## src/rtl/tube_scheduler.sv

```systemverilog
// Tube scheduler: game-phase FSM driving the three-slot tube scroll/recycle datapath.
// Optional macro TUBE_SPEEDUP_EN: speed steps up every 8th scored tube, saturating at 6.
module tube_scheduler #(
    parameter int          SCREEN_W     = 1024,
    parameter int          TUBE_WIDTH   = 120,
    parameter int          TUBE_SPACING = 400,
    parameter int          GAP_MIN      = 80,
    parameter int          GAP_RANGE    = 480,
    parameter int          BIRD_X       = 180,
    parameter int          SPEED_INIT   = 2,
    parameter logic [15:0] LFSR_SEED    = 16'hACE1
) (
    input  logic        clk,
    input  logic        rst_n,
    input  logic        frame_tick,
    input  logic        start,
    input  logic        freeze,
    output logic [10:0] tube_x [3],
    output logic [10:0] gap_y [3],
    output logic        score_pulse,
    output logic        running
);
    localparam logic [11:0] SPACING12 = 12'(TUBE_SPACING);
    localparam logic [11:0] WIDTH12   = 12'(TUBE_WIDTH);
    localparam logic [11:0] BIRD12    = 12'(BIRD_X);
    localparam logic [9:0]  RANGE10   = 10'(GAP_RANGE);
    localparam logic [10:0] GMIN11    = 11'(GAP_MIN);

    typedef enum logic [1:0] {IDLE, LOAD, RUN, FROZEN} state_t;

    state_t      state, state_nx;
    logic [1:0]  load_k;
    logic [15:0] lfsr;
    logic [2:0]  speed;
    logic [11:0] dec [3];
    logic [10:0] x_new [3];
    logic [2:0]  recyc;
    logic [2:0]  hit;
    logic        do_scroll;
    logic [10:0] new_gap;

    function automatic logic [10:0] gap_of(input logic [8:0] l);
        logic [9:0] r;
        r = {1'b0, l};
        if (r >= RANGE10) r = r - RANGE10;
        return GMIN11 + {1'b0, r};
    endfunction

    assign new_gap   = gap_of(lfsr[8:0]);
    // A start or freeze in the same cycle pre-empts the scroll.
    assign do_scroll = (state == RUN) && frame_tick && !start && !freeze;

    always_comb begin
        state_nx = state;
        case (state)
            IDLE:    if (start) state_nx = LOAD;
            LOAD:    if (load_k == 2'd2) state_nx = RUN;
            RUN: begin
                if (start)       state_nx = LOAD;
                else if (freeze) state_nx = FROZEN;
            end
            FROZEN: begin
                if (start)        state_nx = LOAD;
                else if (!freeze) state_nx = RUN;
            end
            default: state_nx = IDLE;
        endcase
    end

    // Spacing exceeds speed, so the predecessor slot is never the recycled one.
    always_comb begin
        for (int k = 0; k < 3; k++) begin
            dec[k]   = {1'b0, tube_x[k]} - {9'd0, speed};
            recyc[k] = {1'b0, tube_x[k]} < {9'd0, speed};
        end
        for (int k = 0; k < 3; k++) begin
            x_new[k] = recyc[k] ? 11'(dec[(k + 2) % 3] + SPACING12) : 11'(dec[k]);
            hit[k]   = !recyc[k] && (({1'b0, tube_x[k]} + WIDTH12) > BIRD12)
                       && ((dec[k] + WIDTH12) <= BIRD12);
        end
    end

    always_ff @(posedge clk or negedge rst_n) begin
        if (!rst_n) begin
            state       <= IDLE;
            load_k      <= 2'd0;
            lfsr        <= LFSR_SEED;
            score_pulse <= 1'b0;
            running     <= 1'b0;
            for (int k = 0; k < 3; k++) begin
                tube_x[k] <= 11'h7FF;
                gap_y[k]  <= GMIN11;
            end
        end else begin
            state       <= state_nx;
            lfsr        <= lfsr[0] ? ((lfsr >> 1) ^ 16'hB400) : (lfsr >> 1);
            running     <= (state_nx == RUN);
            score_pulse <= do_scroll && (|hit);
            load_k      <= (state == LOAD) ? load_k + 2'd1 : 2'd0;
            if (state == LOAD) begin
                tube_x[load_k] <= 11'(SCREEN_W + int'(load_k) * TUBE_SPACING);
                gap_y[load_k]  <= new_gap;
            end else if (do_scroll) begin
                for (int k = 0; k < 3; k++) begin
                    tube_x[k] <= x_new[k];
                    if (recyc[k]) gap_y[k] <= new_gap;
                end
            end
        end
    end

`ifdef TUBE_SPEEDUP_EN
    logic [3:0] score_cnt;

    always_ff @(posedge clk or negedge rst_n) begin
        if (!rst_n) begin
            speed     <= 3'(SPEED_INIT);
            score_cnt <= 4'd0;
        end else if (state != LOAD && state_nx == LOAD) begin
            speed     <= 3'(SPEED_INIT);
            score_cnt <= 4'd0;
        end else if (do_scroll && (|hit)) begin
            if (score_cnt == 4'd7) begin
                score_cnt <= 4'd0;
                if (speed < 3'd6) speed <= speed + 3'd1;
            end else begin
                score_cnt <= score_cnt + 4'd1;
            end
        end
    end
`else
    assign speed = 3'(SPEED_INIT);
`endif

endmodule

```

## config.mk

```make
export PLATFORM = sky130hd
export DESIGN_NAME = tube_scheduler
export DESIGN_NICKNAME = d
export VERILOG_FILES = /design/src/rtl/tube_scheduler.sv
export SDC_FILE = /design/constraint.sdc
export NUM_CORES = 1
export LEC_CHECK = 0
export CAP_MARGIN = 5
export CORE_MARGIN = 2
export CORE_UTILIZATION = 55
export CTS_BUF_LIST = sky130_fd_sc_hd__clkbuf_2
export DETAILED_ROUTE_END_ITERATION = 6
export DONT_BUFFER_PORTS = 1
export MAX_ROUTING_LAYER = met4
export PLACE_DENSITY = 0.7
export SLEW_MARGIN = 20
export SYNTH_ARGS = -nofsm -noshare
export SYNTH_HDL_FRONTEND = slang
export SYNTH_SLANG_ARGS = --single-unit
export TNS_END_PERCENT = 5
```

## constraint.sdc

```tcl
create_clock -name clk -period 6.64 [get_ports clk]
set_input_delay 1.328 -clock clk [delete_from_list [all_inputs] [get_ports clk]]
set_output_delay 1.328 -clock clk [all_outputs]
set_load 0.03 [all_outputs]
```

==> flow_metrics.tcl, run 1 <==
set metrics [dict create \
    drc 0 \
    slew_headroom 0.330 \
    drive_gt1_frac 0.163 \
    nets 648 \
    critPathMaxFanout 10 \
    final_util 0.574 \
    ys.flop_type "dfstp_2" \
    area_growth_syn_to_layout_pct 2.44 \
    fmax_ghz 0.268 \
    start_util 0.560 \
    first_iter_violations 449 \
    start_kind "register" \
    drv_slew 0 \
    antenna_left 0 \
    cts_root_buf "clkbuf_2" \
    critPathSlowestCell "dfstp_2" \
    cts-buffers-inserted 9 \
    antenna_cells 0 \
    status "completed" \
    cp.required_ps 7140 \
    cts_resized 0 \
    antenna_found_initial 0 \
    critical_path.cell_chain "inv_1 > ha_1 > nand2b_1 > nand2_1 > xor2_1 > ha_1 > a21boi_0 > nand3_1 > nand2_1 > mux2_2 > a311oi_1 > nand4_1 > o311ai_1" \
    async_flop_share 1.00 \
    ys_types 65 \
    grt_usage 0.271 \
    synth_top_area_cell "dfstp_2" \
    synth-warning-count 0 \
    wl_per_cell_um 19.1 \
    period_minus_slack_ps 3730 \
    max-vdd-ir-drop_v 0.000209 \
    maxCapViolCount 0 \
    synth_seq_cells 88 \
    yosysTopAreaCellShare 0.215 \
    clkSinkCount 88 \
    synth.area.top_cells "dfstp_2 22%, dfrtp_1 18%, ha_1 7.2%" \
    clk_pin_slew_ps 260 \
    synth_common_cells "68 x nand2_1, 47 x dfstp_2, 47 x o21ai_0, 46 x nor2_1, 41 x dfrtp_1" \
    die_h_um 106 \
    slowest_delay_ps 790 \
    critPathArrivalTime_ps 4230 \
    layout.cells.non_filler 751 \
    synthCells 626 \
    synth.most_common_cell "nand2_1" \
    grt_start_max_net_pins 89 \
    critPathKind "reg2reg" \
    skew_ps 31.9 \
    setup_viol 0 \
    die-area_um2 11300 \
    grt_pass1_wl_um 23600 \
    htree_levels 3 \
    end_kind "register" \
    rsz0062_at_grt "no" \
    die_width_um 106 \
    post_cts_buffers 0 \
    setup_tns_ps 0 \
    hold_buffers 0 \
    syn-cell-area_um2 5730 \
    grt_pass1_vias 4611 \
    dp.cells 735 \
    hp-class "reg2reg" \
    worst_pin_slew_ps 1000 \
    num_vias 4657 \
    tritoncts "built" \
    dp_hpwl_um 10300 \
    overflow 0 \
    synth_fp_nets 664 \
    clockBufferDepth 2 \
    power_density_nw_per_um2 457 \
    portBuffers 0 \
    hold_viol 0 \
    vias_per_cell 6.20 \
    drt-total-wl_um 14400 \
    crit_buf_inv 1 \
    first_pass_iters 5 \
    cp_top_family "flip-flops" \
    clk_latency_ps 570 \
    synth_edf_count 0 \
    io_pins 73 \
    synth.avg_cell_area_um2 9.16 \
    min_period_over_period 0.561 \
    ys_seq_area_frac 0.394 \
    coreArea_um2 10200 \
    std_cell_rows 37 \
    gp_congestion 0.858 \
    p_leak_nw 2.50 \
]
registers in the layout, summed over array words and instances, names as in the netlist:
| signal | cells |
|---|---|
| gap_y | 33 |
| lfsr | 16 |
| load_k | 2 |
| running | 1 |
| score_pulse | 1 |
| state | 2 |
| tube_x | 33 |
area by class of cell:
class                           count  area, um2
Sequential cell                    88       2260
Tap cell                          136        170
Multi-Input combinational cell    477       3200
Fill cell                         903       4360
Inverter                           29        109
Timing Repair Buffer                5       37.5
Clock buffer                       10       50.0
Clock inverter                      6       42.5
stage by stage:
| stage | power (mW) | hold WS [ps] | cell area [um2] | worst slack, ps |
|---|---|---|---|---|
| 2_1_floorplan | 2.07 | 331 | 5730 | 3320 |
| 3_3_place_gp | 2.39 | 340 | 5780 | 3110 |
| 3_5_place_dp | 2.42 | 342 | 5780 | 2950 |
| 4_1_cts | 2.68 | 361 | 5870 | 2950 |
| 5_1_grt | 2.91 | 355 | 5870 | 2590 |
| 6_report | 2.68 | 384 | 5870 | 2910 |
placed cells by master (no fill, tap or decap), types with 5 or more instances in the layout:
cell / synthesis / routed
a211oi_1: 7 / 7
a21oi_1: 29 / 29
a22oi_1: 9 / 9
a31oi_1: 7 / 7
and2_1: 9 / 9
buf_4: 2 / 5
clkbuf_2: 0 / 10
dfrtp_1: 41 / 41
dfstp_2: 47 / 47
ha_1: 33 / 33
inv_1: 29 / 29
mux2_2: 20 / 20
nand2_1: 68 / 68
nand2b_1: 10 / 10
nand3_1: 23 / 23
nand4_1: 7 / 7
nor2_1: 46 / 46
nor3_1: 17 / 17
o21ai_0: 47 / 47
o22ai_1: 7 / 7
o31ai_1: 7 / 7
or3_1: 5 / 5
xnor2_1: 25 / 25
xor2_1: 25 / 25
power by group:
group          leakage [nW]  internal (mW)  total [mW]  switching (mW)
Combinational          1.38          0.580        1.50           0.918
Sequential             1.05          0.662       0.940           0.279
Clock                0.0603         0.0526       0.246           0.193
Total                  2.50           1.29        2.68            1.39
metal layers:
metal	routed length, um	track usage
met4	292	0.109
met3	955	0.0484
met1	6130	0.336
met5	0	-
met2	7000	0.441
worst paths after layout:
kind | from | to | slack [ps] | cells after the start
max | tube_x[23]$_DFFE_PN1P_ | score_pulse$_DFF_PN0_ | 2910 | 13
min | lfsr[10]$_DFF_PN1_ | lfsr[9]$_DFF_PN0_ | 380 | 0
max reg2reg | tube_x[23]$_DFFE_PN1P_ | score_pulse$_DFF_PN0_ | 2910 | 13
min reg2reg | lfsr[10]$_DFF_PN1_ | lfsr[9]$_DFF_PN0_ | 380 | 0
max in group asynchronous | rst_n | tube_x[12]$_DFFE_PN1P_ | 5990 | 0
min in group asynchronous | rst_n | gap_y[23]$_DFFE_PN0P_ | 390 | 0
kinds of logic (layout without fill, tap and decap cells):
logic type	count (synthesis)	in the layout	share of synthesized area
xor+xnor	51	51	0.0812
compound gates	154	154	0.173
simple gates	215	215	0.184
flops	88	88	0.394
mux	24	24	0.0471
buf+inv	61	50	0.0480
fa+ha+maj	33	33	0.0720
No activity file was read; power rests on OpenSTA's default activity.
==> run 2, diff against run 1 <==
--- a/config.mk
+++ b/config.mk
@@ -12,7 +12,7 @@
 export DETAILED_ROUTE_END_ITERATION = 6
 export DONT_BUFFER_PORTS = 1
 export MAX_ROUTING_LAYER = met4
-export PLACE_DENSITY = 0.7
+export PLACE_DENSITY = 0.73
 export SLEW_MARGIN = 20
 export SYNTH_ARGS = -nofsm -noshare
 export SYNTH_HDL_FRONTEND = slang
==> constraint.sdc (replaced) <==
create_clock -name clk -period 3.25 [get_ports clk]
set_input_delay 0.65 -clock clk [delete_from_list [all_inputs] [get_ports clk]]
set_output_delay 0.65 -clock clk [all_outputs]
set_load 0.03 [all_outputs]
==> run 2 against run 1 <==
Net effect:
- critical path depth is 1 lower
- final area is 6.5% higher
- clock-buffer cell count stayed put
- sequential cell count stayed put
- register-to-register slack worse by 2700 ps
- setup slack worse by 2700 ps
- via count is 5.0% higher
==> flow_metrics.tcl, run 2 (synthesis gave the netlist of run 1 again) <==
set metrics [dict create \
    status "completed" \
    dp_hpwl_um 11200 \
    worst_pin_slew_ps 836 \
    final_common_cell "nand2_1" \
    antenna_left 0 \
    critPathArrivalTime_ps 3510 \
    final_util 0.612 \
    die-area_um2 11300 \
    first_iter_violations 499 \
    fmax_ghz 0.326 \
    hold_path_depth 2 \
    start_util 0.560 \
    max-vdd-ir-drop_v 0.000456 \
    die_width_um 106 \
    grt_pass1_wl_um 24700 \
    std_cell_rows 37 \
    p_leak_nw 2.72 \
    dp.cells 770 \
    ff2ff_path_depth 12 \
    period_minus_slack_ps 3060 \
    drt-total-wl_um 15100 \
    cts_root_buf "clkbuf_2" \
    htree_levels 3 \
    die_h_um 106 \
    clockBufferDepth 2 \
    min_period_over_period 0.943 \
    setup_tns_ps 0 \
    portBuffers 0 \
    slew_headroom 0.443 \
    drv_slew 0 \
    top_regs "gap_y (33), tube_x (33), lfsr (16)" \
    drive_gt1_frac 0.218 \
    end_kind "register" \
    layout.cells.non_filler 788 \
    tritoncts "built" \
    critPathKind "reg2reg" \
    skew_ps 30.5 \
    cp.required_ps 3690 \
    hold_viol 0 \
    clk_pin_slew_ps 260 \
    critPathMaxFanout 6 \
    drc 0 \
    cts-buffers-inserted 9 \
    clkSinkCount 88 \
    overflow 0 \
    gp_congestion 0.926 \
    maxCapViolCount 0 \
    grt_usage 0.282 \
    io_pins 73 \
    coreArea_um2 10200 \
    rrSetupSlack_ps 190 \
    post_cts_buffers 0 \
    wl_per_cell_um 19.2 \
    setup_viol 0 \
    start_kind "register" \
    antenna_found_initial 0 \
    power_density_nw_per_um2 967 \
    nets 685 \
    antenna_cells 0 \
    area_growth_syn_to_layout_pct 9.14 \
    hp-class "in2reg" \
    grt_start_max_net_pins 89 \
    vias_per_cell 6.20 \
    num_vias 4888 \
    clk_latency_ps 540 \
    layout_common_cells "68 x nand2_1, 47 x o21ai_0, 47 x dfstp_2" \
    grt_pass1_vias 4811 \
    first_pass_iters 5 \
]
==> run 2: cell types whose count changed in the layout (fill, tap and decap cells not counted), moves of 2 or more <==
cell and change:
buf_4 +35, xor2_2 +2, bufinv_16 +2, xor2_1 -2
==> run 2: worst max-delay path, stage by stage (launching register included) <==
cell and delay, ps:
dfstp_2 430, buf_4 180, or4_1 590, and2_1 270
inv_1 190, ha_1 160, nor2b_1 160, a221oi_2 90
nor2b_1 170, o21bai_1 130, a22o_1 170, o2111ai_1 130
o311ai_1 300
==> run 2: path summary, 6_finish.rpt <==
path | start | end
worst max-delay path | tube_x[15]$_DFFE_PN1P_ | score_pulse$_DFF_PN0_
worst min-delay path | start | state[0]$_DFF_PN0_
worst max register to register | tube_x[15]$_DFFE_PN1P_ | score_pulse$_DFF_PN0_
worst min register to register | lfsr[12]$_DFF_PN0_ | lfsr[11]$_DFF_PN1_
max in group asynchronous | rst_n | tube_x[22]$_DFFE_PN1P_
min in group asynchronous | rst_n | gap_y[13]$_DFFE_PN0P_
==> run 2: area by class of cell <==
type	count	area, um2
Timing Repair Buffer	42	338
Fill cell	883	3970
Clock inverter	6	91.3
Multi-Input combinational cell	477	3240
Clock buffer	10	50.0
Sequential cell	88	2260
Tap cell	136	170
Inverter	29	109
==> run 2: layer usage <==
layer / vias to the layer above / wire length [um] / global-route usage / part of all wire
met5: - / 0 / - / 0
met4: 0 / 380 / 0.105 / 0.025
met3: 41 / 1030 / 0.0527 / 0.068
met2: 206 / 7250 / 0.453 / 0.48
met1: 2376 / 6450 / 0.358 / 0.43
li1: 2265 / - / - / -
==> run 2: stage by stage <==
stage / hold WS, ps / setup WS [ps] / area, um2 / total power [mW]
floorplan: 331 / 75.0 / 5750 / 4.24
global placement: 338 / 282 / 6060 / 5.20
detailed placement: 344 / 266 / 6060 / 5.28
CTS: 292 / 203 / 6240 / 5.98
global route: 326 / -25.3 / 6260 / 6.54
finish: 333 / 186 / 6260 / 6.05
==> run 2: power by group <==
group,switching [mW],internal (mW)
Combinational,2.17,1.45
Clock,0.398,0.264
Sequential,0.426,1.35
Total,3.00,3.06
==> run 2: repair_timing <==
action,in CTS,in global routing
endpoints found under the hold margin,88,0
hold buffers,2,0
setup endpoints to repair,0,1
gates resized for setup,0,5
